--- config.mk ---
export PLATFORM = sky130hd
export DESIGN_NAME = spi_master
export DESIGN_NICKNAME = d
export VERILOG_FILES = /design/src/rtl/spi_master.sv
export SDC_FILE = /design/constraint.sdc
export NUM_CORES = 1
export LEC_CHECK = 0
export BUFFER_PORTS_ARGS = -buffer_cell sky130_fd_sc_hd__buf_2
export CORE_ASPECT_RATIO = 0.8
export CORE_MARGIN = 4
export CORE_UTILIZATION = 40
export DETAILED_ROUTE_END_ITERATION = 7
export HOLD_SLACK_MARGIN = 0.12
export PLACE_DENSITY = 0.6
export SYNTH_ARGS = -nofsm -noshare
export SYNTH_HDL_FRONTEND = slang
export SYNTH_SLANG_ARGS = --single-unit
--- constraint.sdc ---
create_clock -name clk -period 2 [get_ports clk]
set_input_delay 0.3 -clock clk [delete_from_list [all_inputs] [get_ports clk]]
set_output_delay 0.3 -clock clk [all_outputs]
set_load 0.05 [all_outputs]
--- src/rtl/spi_master.sv ---
`timescale 1ns/1ps
// SPI initiator: one DATA_WIDTH word per transaction, full duplex, CPOL/CPHA selectable.
// Latency: cs_n low (2*DATA_WIDTH+2)*CLK_DIV cycles; rx_valid on cs_n release; CLK_DIV-cycle gap before the next accept.
// Backpressure: tx_ready only in IDLE; tx_valid at any other time is dropped, never queued.
//
// Ports:
//   clk, rst_n         system clock, async active-low reset
//   tx_data/valid/ready request word (MSB first) with valid/ready handshake
//   rx_data/rx_valid   received word, held until the next one-cycle rx_valid pulse
//   busy               high whenever not IDLE
//   cpol, cpha         bus mode, latched at accept
//   sclk, mosi, cs_n   bus outputs (registered); miso bus input (no synchroniser)
module spi_master #(
  parameter int DATA_WIDTH = 8,
  parameter int CLK_DIV    = 4
) (
  input  logic                  clk,
  input  logic                  rst_n,
  input  logic [DATA_WIDTH-1:0] tx_data,
  input  logic                  tx_valid,
  output logic                  tx_ready,
  output logic [DATA_WIDTH-1:0] rx_data,
  output logic                  rx_valid,
  output logic                  busy,
  input  logic                  cpol,
  input  logic                  cpha,
  output logic                  sclk,
  output logic                  mosi,
  input  logic                  miso,
  output logic                  cs_n
);

  localparam int HW = $clog2(CLK_DIV);
  localparam int EW = $clog2(2*DATA_WIDTH+1);
  localparam logic [HW-1:0] HC_LAST   = HW'(CLK_DIV-1);
  localparam logic [EW-1:0] EDGE_LAST = EW'(2*DATA_WIDTH-1);

  typedef enum logic [2:0] {IDLE, SETUP, TRANSFER, HOLD, GAP} state_t;

  state_t                state;
  logic [HW-1:0]         hcnt;      // clk cycles within the current half-period/phase
  logic [EW-1:0]         ecnt;      // sclk edges generated so far
  logic [DATA_WIDTH-1:0] tx_shift;
  logic [DATA_WIDTH-1:0] rx_shift;
  logic                  cpol_q;
  logic                  cpha_q;

  logic hc_wrap;
  logic sample_edge;

  assign hc_wrap = (hcnt == HC_LAST);
  // The edge about to be produced is a leading (odd) edge when ecnt is even.
  // Mode 0/2 samples on leading edges, mode 1/3 on trailing edges.
  assign sample_edge = ~ecnt[0] ^ cpha_q;

  always_ff @(posedge clk or negedge rst_n) begin
    if (!rst_n) begin
      state    <= IDLE;
      hcnt     <= '0;
      ecnt     <= '0;
      tx_shift <= '0;
      rx_shift <= '0;
      cpol_q   <= 1'b0;
      cpha_q   <= 1'b0;
      sclk     <= 1'b0;
      mosi     <= 1'b0;
      cs_n     <= 1'b1;
      tx_ready <= 1'b0;
      rx_data  <= '0;
      rx_valid <= 1'b0;
      busy     <= 1'b0;
    end else begin
      rx_valid <= 1'b0;
      case (state)
        IDLE: begin
          sclk <= cpol;
          mosi <= 1'b0;
          cs_n <= 1'b1;
          busy <= 1'b0;
          if (tx_valid && tx_ready) begin
            // Mode 0/2 presents the MSB immediately, so the shifter starts
            // one bit ahead; mode 1/3 drives the MSB on the first edge.
            tx_shift <= cpha ? tx_data : (tx_data << 1);
            mosi     <= cpha ? 1'b0 : tx_data[DATA_WIDTH-1];
            cpol_q   <= cpol;
            cpha_q   <= cpha;
            rx_shift <= '0;
            hcnt     <= '0;
            ecnt     <= '0;
            cs_n     <= 1'b0;
            tx_ready <= 1'b0;
            busy     <= 1'b1;
            state    <= SETUP;
          end else begin
            tx_ready <= 1'b1;
          end
        end

        SETUP: begin
          sclk <= cpol_q;
          if (hc_wrap) begin
            hcnt  <= '0;
            state <= TRANSFER;
          end else begin
            hcnt <= hcnt + 1'b1;
          end
        end

        TRANSFER: begin
          if (hc_wrap) begin
            hcnt <= '0;
            sclk <= ~sclk;
            ecnt <= ecnt + 1'b1;
            if (sample_edge) begin
              rx_shift <= {rx_shift[DATA_WIDTH-2:0], miso};
            end else if (ecnt != EDGE_LAST) begin
              // Final edge of mode 0/2 is a shift edge but there is no bit left.
              mosi     <= tx_shift[DATA_WIDTH-1];
              tx_shift <= tx_shift << 1;
            end
            // An even edge count always leaves sclk back at cpol.
            if (ecnt == EDGE_LAST) state <= HOLD;
          end else begin
            hcnt <= hcnt + 1'b1;
          end
        end

        HOLD: begin
          sclk <= cpol_q;
          if (hc_wrap) begin
            hcnt     <= '0;
            cs_n     <= 1'b1;
            mosi     <= 1'b0;
            rx_data  <= rx_shift;
            rx_valid <= 1'b1;
            state    <= GAP;
          end else begin
            hcnt <= hcnt + 1'b1;
          end
        end

        GAP: begin
          if (hc_wrap) begin
            hcnt     <= '0;
            tx_ready <= 1'b1;
            busy     <= 1'b0;
            state    <= IDLE;
          end else begin
            hcnt <= hcnt + 1'b1;
          end
        end

        default: state <= IDLE;
      endcase
    end
  end

endmodule

Word-level counts from Yosys, hierarchy flattened
Cells that the tools add are included.
{"block": "word_totals", "regBits": 42, "elab_cells": 96, "output_inout_bits": 14}
{"block": "classes", "mux": 40, "n_eq_ne": 16, "n_addsub": 2, "n_reduce_logical": 21, "bitwise": 3}
{"operator": "$mux 8", "n": 8}
{"operator": "$pmux 8 s2", "n": 2}
{"operator": "$mux 3", "n": 6}
{"operator": "$ne 2x2->1 const B", "n": 9}
{"operator": "$pmux 3 s5", "n": 1}
{"operator": "$mux 1", "n": 12}
{"operator": "$reduce_and 2->1", "n": 6}
{"operator": "$mux 5", "n": 2}
{"operator": "$pmux 5 s2", "n": 1}
{"operator": "$reduce_and 5->1", "n": 2}
{"operator": "$reduce_bool 2->1", "n": 4}
{"operator": "$eq 3x2->1 const B", "n": 2}
{"operator": "$pmux 1 s2", "n": 3}
{"operator": "$pmux 1 s3", "n": 2}
{"operator": "$reduce_and 6->1", "n": 1}
{"operator": "$reduce_bool 3->1", "n": 2}
{"operator": "$add 5x1->5 const B", "n": 1}
{"operator": "$eq 5x4->1 const B", "n": 1}
{"operator": "$ne 5x4->1 const B", "n": 1}
{"operator": "$mux 2", "n": 2}
{"operator": "$pmux 2 s2", "n": 1}
{"operator": "$reduce_and 4->1", "n": 1}
{"operator": "$reduce_or 4->1", "n": 1}
{"operator": "$eq 3x1->1 const B", "n": 1}
{"operator": "other kinds (9)", "n": 10}

Depth between registers and ports, before layout
Gate-level depths: netlist (run 1).
{"block": "logic_depth", "depth_word": 5, "depth_mapped": 7, "ltp_nobuf": 6}

Worst setup path before layout (run 1)
No wires, ideal clock.
{"block": "synth_path", "path_kind": "register -> register", "start": "reg tx_ready", "end": "reg tx_shift[2]", "setup_ns": 0.125, "path_slack_ns": 0.206, "arrival_ns": 1.669, "synth_period_minus_slack_ns": 1.794, "stages_incl_launch_ff": 6, "cell_sequence": "dfrtp_1 > and3b_2 > o21ai_4 > nand2b_4 > buf_8 > mux2_4"}
{"block": "synth_between", "elab_chain_len": 3}
{"item": "from (decl)", "line": "21", "rtl": "output logic tx_ready,"}
{"item": "from (signal assigned)", "line": "68", "rtl": "tx_ready <= 1'b0;"}
{"item": "from (signal assigned)", "line": "91", "rtl": "tx_ready <= 1'b0;"}
{"item": "from (signal assigned)", "line": "95", "rtl": "tx_ready <= 1'b1;"}
{"item": "$logic_and 1x1->1", "line": "80", "rtl": "if (tx_valid && tx_ready) begin"}
{"item": "$ne 2x2->1 (no line)"}
{"item": "$reduce_and 5->1 (no line)"}
{"item": "to (signal assigned)", "line": "83", "rtl": "tx_shift <= cpha ? tx_data : (tx_data << 1);"}
{"item": "to (signal assigned)", "line": "119", "rtl": "tx_shift <= tx_shift << 1;"}
{"item": "to (decl)", "line": "43", "rtl": "logic [DATA_WIDTH-1:0] tx_shift;"}
No other way between the ends.
A chain may end at the register's enable or synchronous reset.

Worst setup path in the final report (run 1)
{"block": "layout_path", "start": "reg ecnt[0]", "end": "reg tx_shift[6]"}
{"block": "layout_between", "elab_chain_len": 4, "word_cells_on_any_way": 6, "classes_between": "eq/ne: 3; bitwise: 2; reduce/logical: 1"}
{"item": "from (decl)", "line": "42", "rtl": "logic [EW-1:0] ecnt;"}
{"item": "from (signal assigned)", "line": "113", "rtl": "ecnt <= ecnt + 1'b1;"}
{"item": "branches (longest 3 deep; another with $ne 5x4->1)"}
{"item": "$reduce_and 5->1 (no line) (*)"}
Mark *: on every way between the ends.

==> results.rst, run 1 <==
.. list-table::
   :header-rows: 1

   * - Metric
     - Value
   * - Reported leakage power
     - 1.19 nW
   * - Number of global-route vias before repair
     - 1455
   * - Wirelength per Cell
     - 13.1 um
   * - Final setup violation count
     - 0
   * - Worst skew pair latency
     - 0.30 ns
   * - CTS HTree Levels
     - 2
   * - Minimum setup slack in the final design
     - 0.165 ns
   * - Ys Warns
     - 0
   * - Net count after synthesis
     - 223
   * - Share of cells above drive strength 1
     - 25.9%
   * - Gate Count Post-Synth
     - 206
   * - Vias
     - 1477
   * - Final period utilization
     - 91.8%
   * - Routed Wire Length
     - 3980 um
   * - Clock tree root buffer cell
     - sky130_fd_sc_hd__clkbuf_8
   * - Pre-Repair DR Iteration Count
     - 4
   * - Most frequently used cell type in the post-synthesis netlist
     - sky130_fd_sc_hd__nand2_1
   * - Area growth syn-to-layout
     - 16.8%
   * - Clock sink total
     - 42
   * - Final-report max-slew violation count
     - 0
   * - Post-CTS setup buffer count
     - 0
   * - Area share of the largest cell type after synthesis
     - 49.5%
   * - Final net count
     - 259
   * - Biggest area contributors in the synthesized netlist
     - sky130_fd_sc_hd__dfrtp_1 50%, sky130_fd_sc_hd__nand2_1 10%, sky130_fd_sc_hd__o21ai_0 4.6%
   * - Max-cap violations
     - 0
   * - Share of the yosys chip area belonging to registers
     - 50.8%
   * - Slew at the pin closest to its max-slew limit
     - 0.412 ns
   * - Number of buffers inserted during clock tree synthesis
     - 5
   * - Antenna violations before repair
     - 0
   * - Final Hold Vio Count
     - 0
   * - Vert. Die Dim
     - 72.4 um
   * - Area of all sequential standard cells
     - 1050 um^2
   * - First DRT Iteration DRCs
     - 87
   * - Post-cts repair resize count
     - 0
   * - Final RePlAce weighted congestion
     - 0.729
   * - Overall global routing resource usage
     - 13.7%
   * - Power density over cell area
     - 1410 nW/um^2
   * - Detailed placement HPWL
     - 2820 um
   * - Count of state elements after synthesis
     - 42
   * - Post-synthesis area per instance
     - 10.1 um^2
   * - Inst Count DP
     - 296
   * - Class of the most critical setup path
     - flip-flop to flip-flop
   * - Leftover overflow at the end of global routing
     - 0
   * - Post-Place Worst Slack
     - 0.169 ns
   * - Outcome
     - finished, final reports clean
   * - Port Buf Inserts
     - 27
   * - Arrival @ worst endpoint
     - 2.02 ns
   * - Avg Vias per Cell
     - 4.84
   * - Count of flip-flops with a built-in enable after synthesis
     - 0
   * - Fill cell count
     - 487
   * - Std-Cell Core Area
     - 5010 um^2
   * - Clock-pin transition on the worst setup and hold timing paths
     - 0.09 ns
   * - Total DRC errors in the routed layout
     - 0
   * - Total power after layout
     - 0.00340 W
   * - Buffer depth of the longest clock path
     - 2
   * - Final worst path period need
     - 1.84 ns
   * - Most common library cells after synthesis
     - 57 x sky130_fd_sc_hd__nand2_1, 41 x sky130_fd_sc_hd__dfrtp_1, 19 x sky130_fd_sc_hd__o21ai_0, 8 x sky130_fd_sc_hd__mux2i_1
   * - FFs w/ async S/R, synth
     - 100%
   * - Number of rows in the core area
     - 23
   * - Largest net degree at the start of global routing
     - 26
   * - Unrepaired setup endpoints after global routing
     - no
   * - Class of the worst hold path
     - input port to flip-flop
   * - Rel. slew slack
     - 72.5%
   * - Clock skew
     - 0.00769 ns
   * - Count of cell types in the netlist
     - 45
   * - Primary FF master, synth
     - sky130_fd_sc_hd__dfrtp_1
   * - Final cell count without fillers
     - 305
   * - Core Util, Final
     - 48.3%
   * - Footprint of the multi-input gates
     - 937 um^2
   * - Count of nets left with antenna violations after detail routing
     - 0
   * - Clock tree from TritonCTS
     - built
   * - Largest area contributor in the synthesized netlist
     - sky130_fd_sc_hd__dfrtp_1
   * - Horizontal die dimension
     - 88.5 um
   * - Critical Path Start Type
     - flip-flop
   * - Initial standard-cell utilization of the core
     - 41.4%
   * - Peak VDD IR
     - 0.627 mV
   * - Crit-path max FO
     - 8
   * - Setup TNS after final layout
     - 0 ns
   * - Data required time at the worst endpoint
     - 2.18 ns
   * - Worst setup EP type
     - flip-flop
   * - Wire length of the first global-routing pass
     - 6830 um
   * - Netlist area before placement
     - 2070 um^2
   * - Area of the die
     - 6400 um^2
   * - Top-Level Pins
     - 28
   * - Fmax
     - 545 MHz
   * - Number of antenna diodes
     - 0
-- per-stage QoR --
| step | cell area, um^2 | hold slack, ns |
|---|---|---|
| 5_1_grt | 2420 | 0.229 |
| 6_report | 2420 | 0.220 |
| 3_5_place_dp | 2300 | 0.260 |
| 2_1_floorplan | 2070 | 0.00441 |
| 4_1_cts | 2420 | 0.215 |
| 3_3_place_gp | 2300 | 0.257 |
-- final timing paths --
path	start	to	slack [ns]	depth (start not counted)
worst max-delay path	ecnt[0]$_DFFE_PN0P_	tx_shift[6]$_DFFE_PN0P_	0.16	6
worst min-delay path	miso	rx_shift[0]$_DFFE_PN0P_	0.22	3
worst max register to register	ecnt[0]$_DFFE_PN0P_	tx_shift[6]$_DFFE_PN0P_	0.16	6
worst min register to register	rx_data[0]$_DFFE_PN0P_	rx_data[0]$_DFFE_PN0P_	0.47	2
max in group asynchronous	rst_n	tx_shift[1]$_DFFE_PN0P_	0.99	3
min in group asynchronous	rst_n	busy$_DFFE_PN0P_	0.46	2
-- flip-flops by register name, indices dropped and copies added (netlist names) --
register  count
tx_shift      8
busy          1
cs_n          1
sclk          1
ecnt          5
cpol_q        1
rx_shift      8
hcnt          2
mosi          1
tx_ready      1
state         3
rx_data       8
rx_valid      1
cpha_q        1
-- layer usage --
layer  wire [um]  global-route usage [%]
met2        1620                    19.8
met3         263                    3.75
met4          45                    4.53
met1        2050                    19.8
met5           0                       0
-- layout by cell type (no fill, tap or decap), drive strengths merged, types with 4 or more instances in the layout --
| cell | synthesis | layout |
|---|---|---|
| mux2 | 8 | 8 |
| buf | 9 | 38 |
| a21oi | 7 | 7 |
| clkbuf | 1 | 6 |
| nand2 | 57 | 57 |
| dfrtp | 41 | 41 |
| nor2 | 8 | 8 |
| o21ai | 24 | 24 |
| inv | 4 | 4 |
| nand2b | 4 | 4 |
| mux2i | 8 | 8 |
-- report_power, final --
| part | internal, W | total [W] | switching (W) |
|---|---|---|---|
| Combinational | 0.000605 | 0.00142 | 0.000816 |
| Clock | 0.000373 | 0.000678 | 0.000305 |
| Sequential | 0.00109 | 0.00130 | 0.000207 |
-- layout make-up --
cell class,instances,area share [%]
Multi-Input combinational cell,150,38.7
Timing Repair Buffer,39,9.41
Sequential cell,42,43.5
Clock inverter,2,1.55
Inverter,4,0.620
Tap cell,62,3.21
Clock buffer,6,3.00
-- critical path, stage by stage, from the launching register on --
cell                       delay (ns)
sky130_fd_sc_hd__dfrtp_1         0.42
sky130_fd_sc_hd__ha_1            0.23
sky130_fd_sc_hd__and3_1          0.18
sky130_fd_sc_hd__ha_1            0.20
sky130_fd_sc_hd__o21ai_2         0.23
sky130_fd_sc_hd__nand2b_4        0.15
sky130_fd_sc_hd__mux2_4          0.32
-- timing repair --
action	4_1_cts	5_1_grt
hold buffers	1	0
hold endpoints to repair	16	0
setup endpoints to repair	0	0
-- cells by family (layout without fill, tap and decap cells) --
family                   Yosys count  in the layout  share of synthesized area (%)
XOR/XNOR                           4              4                           1.69
multiplexers                      16             16                           9.30
AO/OA/AOI/OAI                     44             44                           13.4
buffers and inverters             14             51                           3.99
AND/OR/NAND/NOR                   83             83                           19.0
adder cells (fa/ha/maj)            3              3                           1.81
flip-flops                        42             42                           50.8
No activity file was read; power rests on OpenSTA's default activity.
==> run 2: changes to the inputs <==
ABC_AREA = 1   (was default)
==> run 2 against run 1 <==
Effect of this change: largest power group is now sequential cells; critical path depth up 1; die area up 3.9%; design area up 1.7%; flip-flop and latch count unchanged; sequential power down 34%; maximum frequency up 4.0%; routed wire length up 14%; hold slack better by 0.049 ns; synthesized cell count up 41%; area after synthesis up 4.3%; critical path type unchanged; core utilization down 0.30 points.
==> results.rst, run 2 <==
.. list-table::
   :header-rows: 1

   * - Metric
     - Value
   * - Share of total power in sequential cells
     - 57.3% (+19 points)
   * - Unrepaired setup endpoints after global routing
     - no
   * - Number of global-route vias before repair
     - 1734 (+19%)
   * - Top flop regs
     - rx_data x8, rx_shift x8, tx_shift x8
   * - Reported leakage power
     - 1.42 nW (+20%)
   * - Outcome
     - finished, final reports clean
   * - Critical Path Start Type
     - flip-flop
   * - Routed Wire Length
     - 4520 um (+14%)
   * - FFs w/ async S/R, synth
     - 100% (unchanged)
   * - Number of buffers inserted by hold repair at cts
     - 1 (unchanged)
   * - Class of the most critical setup path
     - flip-flop to flip-flop
   * - Leftover overflow at the end of global routing
     - 0 (unchanged)
   * - Avg Vias per Cell
     - 4.78 (-1.3%)
   * - Count of cell types in the netlist
     - 28 (-38%)
   * - Total power after layout
     - 0.00150 W (-56%)
   * - Pre-Repair DR Iteration Count
     - 4 (unchanged)
   * - Crit-path max FO
     - 8 (unchanged)
   * - Worst setup EP type
     - flip-flop
   * - Area of the die
     - 6650 um^2 (+3.9%)
   * - Commonest non-fill, non-tap cell in the layout
     - sky130_fd_sc_hd__nand2_1
   * - Wire length of the first global-routing pass
     - 8050 um (+18%)
   * - Std-Cell Core Area
     - 5120 um^2 (+2.3%)
   * - Post-CTS setup buffer count
     - 0 (unchanged)
   * - Port Buf Inserts
     - 27 (unchanged)
   * - Antenna violations before repair
     - 0 (unchanged)
   * - Biggest area contributors in the synthesized netlist
     - sky130_fd_sc_hd__dfrtp_1 47%, sky130_fd_sc_hd__nand2_1 23%, sky130_fd_sc_hd__nand3_1 5.8%
   * - Data required time at the worst endpoint
     - 2.19 ns (about the same)
   * - Rel. slew slack
     - 65.1% (-7.4 points)
   * - Switching power total
     - 0.000339 W (-74%)
   * - Overall global routing resource usage
     - 15.2% (+1.5 points)
   * - Final setup violation count
     - 0 (unchanged)
   * - Initial standard-cell utilization of the core
     - 42.2% (+0.83 points)
   * - Power density over cell area
     - 608 nW/um^2 (-57%)
   * - Gate Count Post-Synth
     - 291 (+41%)
   * - Vert. Die Dim
     - 73.8 um (+1.9%)
   * - Setup TNS after final layout
     - 0 ns (unchanged)
   * - Vias
     - 1845 (+25%)
   * - Fmax
     - 567 MHz (+4.0%)
   * - Most frequently used cell type in the post-synthesis netlist
     - sky130_fd_sc_hd__nand2_1
   * - Most common library cells after synthesis
     - 130 x sky130_fd_sc_hd__nand2_1, 41 x sky130_fd_sc_hd__dfrtp_1, 25 x sky130_fd_sc_hd__nand3_1, 20 x sky130_fd_sc_hd__inv_1, 19 x sky130_fd_sc_hd__nor2_1
   * - Primary FF master, synth
     - sky130_fd_sc_hd__dfrtp_1
   * - Slew at the pin closest to its max-slew limit
     - 0.524 ns (+0.112 ns)
   * - Number of rows in the core area
     - 23 (unchanged)
   * - Count of state elements after synthesis
     - 42 (unchanged)
   * - Clock sink total
     - 42 (unchanged)
   * - Switching Fraction
     - 22.7% (-16 points)
   * - Netlist area before placement
     - 2160 um^2 (+4.3%)
   * - Share of cells above drive strength 1
     - 16.7% (-9.3 points)
   * - Post-cts repair resize count
     - 0 (unchanged)
   * - Final net count
     - 340 (+31%)
   * - Final RePlAce weighted congestion
     - 0.873 (+20%)
   * - Minimum setup slack in the final design
     - 0.235 ns (+0.0705 ns)
   * - Share of the yosys chip area belonging to registers
     - 48.7% (-2.1 points)
   * - Number of antenna diodes
     - 0 (unchanged)
   * - Post-synthesis area per instance
     - 7.43 um^2 (-26%)
   * - Detailed placement HPWL
     - 3240 um (+15%)
   * - Max-cap violations
     - 0 (unchanged)
   * - Final worst path period need
     - 1.76 ns (-0.0705 ns)
   * - Clock-pin transition on the worst setup and hold timing paths
     - 0.08 ns (about the same)
   * - Number of buffers inserted during clock tree synthesis
     - 5 (unchanged)
   * - Final-report max-slew violation count
     - 0 (unchanged)
   * - Top library cells by usage in the layout, fill and taps aside
     - 130 x sky130_fd_sc_hd__nand2_1, 41 x sky130_fd_sc_hd__dfrtp_1, 27 x sky130_fd_sc_hd__buf_2
   * - Top-Level Pins
     - 28 (unchanged)
   * - Final period utilization
     - 88.2% (-3.5 points)
   * - Horizontal die dimension
     - 90.2 um (+2.0%)
   * - Area share of the largest cell type after synthesis
     - 47.5% (-2.1 points)
   * - Post-Place Worst Slack
     - 0.228 ns (+0.0588 ns)
   * - Final Hold Vio Count
     - 0 (unchanged)
   * - Area growth syn-to-layout
     - 13.8%
   * - Largest net degree at the start of global routing
     - 43 (+65%)
   * - Count of nets left with antenna violations after detail routing
     - 0 (unchanged)
   * - Pint
     - 0.00116 W (-44%)
   * - Clock tree root buffer cell
     - sky130_fd_sc_hd__clkbuf_8
   * - Count of flip-flops with a built-in enable after synthesis
     - 0 (unchanged)
   * - Combinational share of power
     - 4.2% (-38 points)
   * - CTS HTree Levels
     - 2 (unchanged)
   * - Net count after synthesis
     - 308 (+38%)
   * - Buffer depth of the longest clock path
     - 2 (unchanged)
   * - Class of the worst hold path
     - input port to flip-flop
   * - Peak VDD IR
     - 0.301 mV (-52%)
   * - Largest area contributor in the synthesized netlist
     - sky130_fd_sc_hd__dfrtp_1
   * - Total DRC errors in the routed layout
     - 0 (unchanged)
   * - Core Util, Final
     - 48.0% (-0.30 points)
   * - Clock tree from TritonCTS
     - built
   * - Ys Warns
     - 0 (unchanged)
   * - Wirelength per Cell
     - 11.7 um (-10%)
   * - Worst skew pair latency
     - 0.29 ns (about the same)
   * - Clock skew
     - 0.00436 ns (-0.00333 ns)
   * - First DRT Iteration DRCs
     - 102 (+17%)
   * - Arrival @ worst endpoint
     - 1.95 ns (-0.07 ns)
   * - Part of the power in the clock network
     - 38.4% (+19 points)
run 2: cell types whose count changed in the layout (fill, tap and decap cells not counted), sizes merged, moves of 8 or more:
cell,delta
nand3,+26
nand2,+77
mux2i,-8
inv,+21
mux2,-8
nor2,+13
run 2: final timing paths:
kind | start | end | slack (ns) | cells past startpoint
max in group asynchronous | rst_n | cs_n$_DFFE_PN1P_ | 1.03 | 3
min in group asynchronous | rst_n | cpol_q$_DFFE_PN0P_ | 0.59 | 3
worst min-delay path | cpol | cpol_q$_DFFE_PN0P_ | 0.27 | 3
worst min register to register | rx_shift[4]$_DFFE_PN0P_ | rx_shift[4]$_DFFE_PN0P_ | 0.47 | 2
worst max-delay path | ecnt[0]$_DFFE_PN0P_ | tx_shift[3]$_DFFE_PN0P_ | 0.24 | 7
worst max register to register | ecnt[0]$_DFFE_PN0P_ | tx_shift[3]$_DFFE_PN0P_ | 0.24 | 7
run 2: power by group through the flow:
stage	registers, W	clock network [W]	logic (W)
floorplan	0.000874	0	0.0000264
global placement	0.000874	0	0.0000638
detailed placement	0.000874	0	0.0000640
CTS	0.000857	0.000593	0.0000657
global route	0.000859	0.000623	0.0000747
finish	0.000857	0.000575	0.0000635
run 2: routing by layer:
layer	wire [um]	GRT usage (%)	part of all wire [%]	up-vias
li1	-	-	-	972
met4	44	5.26	0.97	0
met5	0	0	0	-
met2	1960	22.8	43	29
met3	125	3.17	2.8	5
met1	2390	22.0	53	839
run 2: cells by family after synthesis:
logic type / count (synthesis) / share of synthesized area, %
simple gates: 188 / 36.4
compound gates: 23 / 5.61
buf+inv: 33 / 6.77
fa+ha+maj: 3 / 1.74
flops: 42 / 48.7
xor+xnor: 2 / 0.810
run 2: critical path, cell delays in order (launching register included):
cell and delay [ns]:
sky130_fd_sc_hd__dfrtp_1 0.42, sky130_fd_sc_hd__ha_1 0.23, sky130_fd_sc_hd__and3_1 0.19, sky130_fd_sc_hd__ha_1 0.20, sky130_fd_sc_hd__o21ai_2 0.29, sky130_fd_sc_hd__nand2_2 0.18, sky130_fd_sc_hd__nand2_1 0.10, sky130_fd_sc_hd__nand2_1 0.05
run 2: final cells by class:
type                            count  area, um^2
Clock inverter                      1        5.00
Sequential cell                    42        1050
Fill cell                         528        2660
Tap cell                           62        77.6
Inverter                           26         100
Timing Repair Buffer               32         175
Multi-Input combinational cell    216         963
Clock buffer                        7        86.3
run 2: stage by stage:
step	area, um^2	hold WS (ns)	std cells
after floorplan	2160	0.00441	291
after global placement	2360	0.411	377
after detailed placement	2360	0.406	377
after CTS	2460	0.257	386
after global routing	2460	0.292	386
final	2460	0.269	386
